<file path="config.mk">
export PLATFORM = sky130hd
export DESIGN_NAME = linebuf_scanout
export DESIGN_NICKNAME = d
export VERILOG_FILES = /design/src/rtl/linebuf_scanout.sv
export SDC_FILE = /design/constraint.sdc
export NUM_CORES = 1
export LEC_CHECK = 0
export CAP_MARGIN = 5
export CORE_MARGIN = 2
export CORE_UTILIZATION = 55
export CTS_CLUSTER_DIAMETER = 120
export DETAILED_ROUTE_END_ITERATION = 16
export DONT_BUFFER_PORTS = 1
export HOLD_SLACK_MARGIN = 0.08
export PLACE_DENSITY = 0.72
export SYNTH_ARGS = -nofsm -noshare
export SYNTH_HDL_FRONTEND = slang
export SYNTH_SLANG_ARGS = --single-unit
</file>
<file path="constraint.sdc">
create_clock -name clk -period 4.6 [get_ports clk]
set_input_delay 0.46 -clock clk [delete_from_list [all_inputs] [get_ports clk]]
set_output_delay 0.46 -clock clk [all_outputs]
set_load 0.01 [all_outputs]
</file>
<file path="src/rtl/linebuf_scanout.sv">
// linebuf_scanout: read side of the double-buffered line buffer.
// Generates 640x480@60 style timing, fetches palette indices through the
// line buffer read port and shows each entry as a 2x2 pixel block. Owns
// linesel and tells the renderer which buffer line to fill next.
module linebuf_scanout #(
  parameter int H_TOTAL      = 800,
  parameter int H_ACTIVE     = 640,
  parameter int H_SYNC_START = 656,
  parameter int H_SYNC_END   = 752,
  parameter int V_TOTAL      = 525,
  parameter int V_ACTIVE     = 480,
  parameter int V_SYNC_START = 490,
  parameter int V_SYNC_END   = 492
) (
  input  logic       clk,
  input  logic       reset_n,
  output logic       linesel,
  output logic [8:0] idx2,
  input  logic [6:0] rddata2,
  output logic       render_start,
  output logic [7:0] render_line,
  output logic [6:0] pix_data,
  output logic       pix_de,
  output logic       vga_hsync_n,
  output logic       vga_vsync_n
);

  localparam logic [9:0]  H_LAST   = 10'(H_TOTAL - 1);
  localparam logic [9:0]  H_ACT    = 10'(H_ACTIVE);
  localparam logic [9:0]  HS_START = 10'(H_SYNC_START);
  localparam logic [9:0]  HS_END   = 10'(H_SYNC_END);
  localparam logic [9:0]  V_LAST   = 10'(V_TOTAL - 1);
  localparam logic [9:0]  V_ACT    = 10'(V_ACTIVE);
  localparam logic [9:0]  VS_START = 10'(V_SYNC_START);
  localparam logic [9:0]  VS_END   = 10'(V_SYNC_END);
  localparam logic [10:0] V_TOT    = 11'(V_TOTAL);
  localparam logic [8:0]  RL_LIMIT = 9'(V_ACTIVE / 2);

  logic [9:0]  hcnt;
  logic [9:0]  vcnt;
  logic        line_end;
  logic [9:0]  nv;
  logic [10:0] nv_plus2;
  logic [9:0]  rl_wrap;
  logic [8:0]  rl;
  logic        hact;
  logic        vact;
  logic        hsync_n;
  logic        vsync_n;

  // Stage-1 pipeline: timing flags aligned with the RAM read latency.
  logic        de_d1;
  logic        hsync_n_d1;
  logic        vsync_n_d1;

  // Decode current counters: active area, syncs, read index, next line.
  // NOTE: every always_comb output gets a value on every path (here all are
  // plain assignments), so no latches are inferred.
  always_comb begin
    line_end = (hcnt == H_LAST);
    nv       = (vcnt == V_LAST) ? '0 : vcnt + 10'd1;
    // nv + 2 is below 2*V_TOTAL, so one conditional subtract is the modulo.
    nv_plus2 = {1'b0, nv} + 11'd2;
    rl_wrap  = (nv_plus2 >= V_TOT) ? 10'(nv_plus2 - V_TOT) : nv_plus2[9:0];
    rl       = rl_wrap[9:1];
    hact     = (hcnt < H_ACT);
    vact     = (vcnt < V_ACT);
    hsync_n  = !((hcnt >= HS_START) && (hcnt < HS_END));
    vsync_n  = !((vcnt >= VS_START) && (vcnt < VS_END));
    idx2     = hact ? hcnt[9:1] : '0;
  end

  // Horizontal and vertical position counters, both wrapping.
  // NOTE: sequential state uses non-blocking assignments so every register
  // samples pre-edge values regardless of statement order.
  always_ff @(posedge clk or negedge reset_n) begin
    if (!reset_n) begin
      hcnt <= '0;
      vcnt <= '0;
    end else if (line_end) begin
      hcnt <= '0;
      vcnt <= nv;
    end else begin
      hcnt <= hcnt + 10'd1;
    end
  end

  // Buffer half swap on every even next line, with a render request for the
  // buffer line that will be needed two lines from now.
  always_ff @(posedge clk or negedge reset_n) begin
    if (!reset_n) begin
      linesel      <= 1'b0;
      render_start <= 1'b0;
      render_line  <= '0;
    end else begin
      render_start <= 1'b0;
      if (line_end && !nv[0]) begin
        linesel <= ~linesel;
        if (rl < RL_LIMIT) begin
          render_start <= 1'b1;
          render_line  <= rl[7:0];
        end
      end
    end
  end

  // Stage 1: hold timing flags while the line buffer read is in flight.
  always_ff @(posedge clk or negedge reset_n) begin
    if (!reset_n) begin
      de_d1      <= 1'b0;
      hsync_n_d1 <= 1'b1;
      vsync_n_d1 <= 1'b1;
    end else begin
      de_d1      <= hact && vact;
      hsync_n_d1 <= hsync_n;
      vsync_n_d1 <= vsync_n;
    end
  end

  // Stage 2: registered outputs; pixel data blanked outside the active area.
  always_ff @(posedge clk or negedge reset_n) begin
    if (!reset_n) begin
      pix_data    <= '0;
      pix_de      <= 1'b0;
      vga_hsync_n <= 1'b1;
      vga_vsync_n <= 1'b1;
    end else begin
      pix_data    <= de_d1 ? rddata2 : '0;
      pix_de      <= de_d1;
      vga_hsync_n <= hsync_n_d1;
      vga_vsync_n <= vsync_n_d1;
    end
  end

endmodule

</file>
---- Yosys cells after proc, flatten, opt, wreduce, memory -nomap -nowiden ----
Cells that the tools add are included.
W data, S select, Z words.
word-level totals
  output and inout bits ................... 29
  latch bits .............................. 0
  bits of input ports ..................... 9
  bits in read-only memories .............. 0
  memories ................................ 0
  logic and storage cells ................. 42
  register bits ........................... 43
  bits in writable memories ............... 0
operators by class
  add/subtract/negate cells ............... 4
  bitwise logic cells ..................... 1
  order comparisons ....................... 8
  equal/unequal tests ..................... 2
  $mul .................................... 0
  shift-type cells ........................ 0
  multiplexer cells ....................... 7
  reduce and logical (&&, ||, !) cells .... 8
  divide/modulo/power cells ............... 0
operators by type and width
  operator                  count
  $mux W10                  3
  $add A10 B1 Y10 const B   2
  $eq A10 B10 Y1 const B    2
  $lt A10 B10 Y1 const B    2
  $lt A10 B9 Y1 const B     2
  $add A10 B2 Y11 const B   1
  $ge A11 B10 Y1 const B    1
  $ge A10 B10 Y1 const B    1
  $ge A10 B9 Y1 const B     1
  $sub A10 B10 Y10 const B  1
  $lt A9 B8 Y1 const B      1
  $mux W9                   1
  $mux W7                   1
  $logic_and A1 B1 Y1       4
  $logic_not A1 Y1          3
  $mux W1                   2
  $reduce_and A2 Y1         1
  $not A1 Y1                1

---- Logic depth before layout (Yosys ltp) ----
  word-level depth ........................ 8
  depth in mapped cells ................... 18
  depth with buffers taken out ............ 16

---- Worst setup path before layout ----
Ideal clock, no wire load.
  kind .................................... reg2reg
  from .................................... register vcnt[0]
  to ...................................... register render_line[0]
  path buffers ............................ 2
  slack ................................... 484 ps
  period minus slack after synthesis ...... 4116 ps
  cell stages (with the launch flop) ...... 18
  data arrival time ....................... 3991 ps
  library setup time ...................... 125 ps
  path through ............................ dfrtp_1 clkbuf_1 inv_1 ha_1 or4b_1 or3_1 buf_6 nand2_1 inv_1 ha_1 nor3b_1 nand4_1 a21oi_1 o21ai_2 mux2i_2 xor2_2 a31oi_4 mux2_4
between the ends
  word-level cells in the longest chain between the ends .. 7
  elaborated cells on any way between the ends .. 11
  those cells by class .................... add/sub (3); order compare (2); eq/ne (1); mux (2); reduce/logical (3)
RTL lines
  item                                                       RTL line  source
  start, declared                                            40        logic [9:0] vcnt;
  start signal, assigned                                     82        vcnt <= nv;
  $add A10 B1 Y10 / $eq A10 B10 Y1 (equally long branches)   61        nv = (vcnt == V_LAST) ? '0 : vcnt + 10'd1;
  $mux W10 (*)                                               61
  $add A10 B2 Y11                                            63        nv_plus2 = {1'b0, nv} + 11'd2;
  $sub A10 B10 Y10 / $ge A11 B10 Y1 (equally long branches)  64        rl_wrap = (nv_plus2 >= V_TOT) ? 10'(nv_plus2 - V_TOT) : nv_plus2[9:0];
  $mux W10                                                   64
  $lt A9 B8 Y1                                               99        if (rl < RL_LIMIT) begin
  $reduce_and A2 Y1 (no source line)                         -
  end signal, assigned                                       101       render_line <= rl[7:0];
  end, declared                                              21        output logic [7:0] render_line,
Every way passes the cells marked *; elsewhere a longest branch is shown, timed or not.
A chain may end at the register's enable or synchronous reset.

---- Final worst setup path ----
  from .................................... register vcnt[0]
  to ...................................... register render_line[3]
The elaborated chain is that of the path after synthesis.

==> impl_metrics.py <==
metrics = {
    "cts": {
        "clockBufferDepth": 2,
        "clkTransAtPathRegs_ps": 90,
        "numCtsBuffers": 5,
        "cts_root_buffer": "clkbuf_8",
        "htree_levels": 2,
        "ctsResizeCount": 0,
        "cts_tree": "done",
        "numClockSinks": 43,
        "worst_skew_pair.late_latency_ps": 300,
    },
    "synth": {
        "yosysWarnings": 0,
        "ys_async_sr_fraction_pct": 100,
        "syn_avg_cell_area_um2": 9.62,
        "seq_area_frac_synth_pct": 39.6,
        "synthesis.nets": 301,
        "ys_ff_latch": 43,
        "synth_cells": 284,
        "synth_edf_count": 0,
        "synth_area_mm2": 0.00273,
        "ys.flop_type": "dfrtp_1",
        "ys_types": 69,
    },
    "critical_path": {
        "cp_data_arrival_time_ps": 4380,
        "r2r_cells": 15,
        "cp.depth": 15,
        "cp_slowest_cell": "or4b_1",
        "criticalPathCategory": "reg2reg",
        "critPathTopFamily": "simple AND/OR/NAND/NOR gates",
        "cp.required_ps": 4790,
        "critPathMaxFanout": 8,
        "crit_path_start_kind": "register",
        "endpoint_kind": "register",
        "max_stage_delay_ps": 510,
        "cp_cell_sequence": "inv_1 -> ha_1 -> or4b_1 -> or3_1 -> nand2_1 -> inv_1 -> ha_1 -> nor3b_1 -> nand4_1 -> a21oi_1 -> o21ai_2 -> mux2i_2 -> xor2_2 -> a31oi_4 -> mux2_4",
        "cp_num_buf_inv": 2,
    },
    "power": {
        "p_leak_nw": 1.21,
        "pwr-share-seq_pct": 54.8,
        "power.density_mw_per_mm2": 240,
        "intPower_w": 0.000549,
        "p_sw_w": 0.000152,
        "clkPwrFrac_pct": 43.5,
        "sw_frac_of_total_pct": 21.7,
        "p_comb_share_pct": 1.7,
        "vdd_drop_max_v": 0.000134,
    },
    "floorplanning": {
        "start_util_pct": 57.4,
        "ios": 38,
        "die-area_mm2": 0.00555,
        "fp.coreArea_mm2": 0.00475,
        "die_w_um": 74.5,
        "die_h_um": 74.5,
        "rows": 25,
    },
    "worst_hold_path": {
        "hold_path_class": "in2reg",
        "min_path_cells": 1,
    },
    "timing": {
        "setup_tns_ps": 0,
        "slew-limit-headroom_pct": 55.1,
        "fmax_ghz": 0.238,
        "setup_violations": 0,
        "grt_setup_unrepaired": "false",
        "fin_crit_ps": 4200,
        "final-hold-violation-count": 0,
        "finalCritPeriodShare_pct": 91.2,
        "worst_pin_slew_ps": 667,
        "drv_slew": 0,
        "finClkSkew_ps": 5.40,
        "timing.hold.ws_ps": 291,
    },
    "detailed_routing": {
        "vias": 2153,
        "remaining_drc_errors": 0,
        "drtIter0Drc": 161,
        "routed_via_density": 6.08,
        "routedWlPerCell_um": 16.6,
        "wirelength_mm": 5.86,
        "ant_nets": 0,
        "first_pass_iters": 4,
    },
    "job": {
        "drv_cap": 0,
    },
    "final_layout": {
        "fin_nets": 303,
        "mostFrequentLayoutCells": "dfrtp_1 (39), nand2_1 (21), nor2_1 (19)",
        "areaGrowthSynthToFinish_pct": 6.73,
        "fin_util_pct": 61.3,
        "diodes": 0,
        "final_common_cell": "dfrtp_1",
        "drive_gt1_share_pct": 16.0,
    },
    "status": {
        "run_status": "finished, final reports clean",
    },
    "global_routing": {
        "grt_max_degree": 44,
        "grtUsageTotal_pct": 22.6,
        "grt_pass1_vias": 1950,
        "grt_pass1_wl_mm": 9.54,
        "antenna_found_initial": 0,
        "overflow": 0,
    },
    "place": {
        "portBuffers": 0,
        "gp_congestion": 0.886,
        "dp_hpwl_mm": 4.09,
    },
}
cells in the mapped netlist (5+ instances only):
cell,count,area share [%]
a21oi_1,9,1.6
a31oi_1,8,1.8
and2_1,14,3.2
and3_1,5,1.1
clkbuf_1,5,0.69
dfrtp_1,39,36
ha_1,8,3.7
inv_1,13,1.8
nand2_1,21,2.9
nand3_1,15,2.7
nand4_1,7,1.6
nor2_1,19,2.6
nor2b_1,5,1.1
o21ai_0,14,2.6
xnor2_1,10,3.2
xor2_1,7,2.2
stage by stage:
stage / cells / instance area (um2) / power, W / worst slack (ps)
6_report: 354 / 2920 / 0.000700 / 403
5_1_grt: 354 / 2920 / 0.000729 / 139
4_1_cts: 354 / 2920 / 0.000707 / 424
3_5_place_dp: 344 / 2770 / 0.000393 / 452
3_3_place_gp: 344 / 2770 / 0.000393 / 555
2_1_floorplan: 284 / 2730 / 0.000393 / 484
what timing repair did:
action,CTS,global route
buffers inserted,0,0
endpoints found under the hold margin,43,0
hold buffers,2,0
routing by layer:
layer	vias up	global-route usage (%)	wire length, um
met2	82	33.6	2580
li1	1027	-	-
met3	11	3.93	379
met4	0	7.74	106
met5	-	0	0
met1	1033	33.3	2800
area by class of cell:
| type | instances | area, um2 |
|---|---|---|
| fillers | 424 | 1840 |
| multi-input cells | 218 | 1530 |
| flip-flops and latches | 43 | 1080 |
| well taps | 67 | 83.8 |
| clock buffers | 5 | 68.8 |
| repair buffers | 5 | 52.6 |
| inverters | 13 | 48.8 |
| clock inverters | 3 | 46.3 |
logic make-up after synthesis:
logic type	after synthesis	synth area share, %
DFF	43	39.6
adders and majority gates	8	3.66
muxes	9	4.67
xor gates and xnor gates	18	6.05
and+or+nand+nor	119	24.9
AOI/OAI and AO/OA	64	16.9
buffers and inverters	23	4.26
power groups by stage:
| stage | clock network [W] | logic [W] | registers, W |
|---|---|---|---|
| 2_1_floorplan | 0 | 0.00000208 | 0.000391 |
| 3_3_place_gp | 0 | 0.00000216 | 0.000391 |
| 3_5_place_dp | 0 | 0.00000229 | 0.000391 |
| 4_1_cts | 0.000311 | 0.0000127 | 0.000384 |
| 5_1_grt | 0.000330 | 0.0000140 | 0.000384 |
| 6_report | 0.000305 | 0.0000120 | 0.000384 |
final timing paths:
check                                      from                    endpoint  slack [ps]
min in group asynchronous               reset_n           hcnt[4]$_DFF_PN0_         630
min                                  rddata2[6]       pix_data[6]$_DFF_PN0_         290
max                         vcnt[0]$_DFFE_PN0N_  render_line[3]$_DFFE_PN0P_         400
max in group asynchronous               reset_n       vga_vsync_n$_DFF_PN1_        3710
min reg2reg                vsync_n_d1$_DFF_PN1_       vga_vsync_n$_DFF_PN1_         360
max reg2reg                 vcnt[0]$_DFFE_PN0N_  render_line[3]$_DFFE_PN0P_         400
registers in the layout, indices dropped and copies added (netlist names):
name	count
hcnt	10
vcnt	10
render_line	8
pix_data	7
de_d1	1
hsync_n_d1	1
linesel	1
pix_de	1
render_start	1
vga_hsync_n	1
vga_vsync_n	1
vsync_n_d1	1
(Power assumes the default switching activity.)
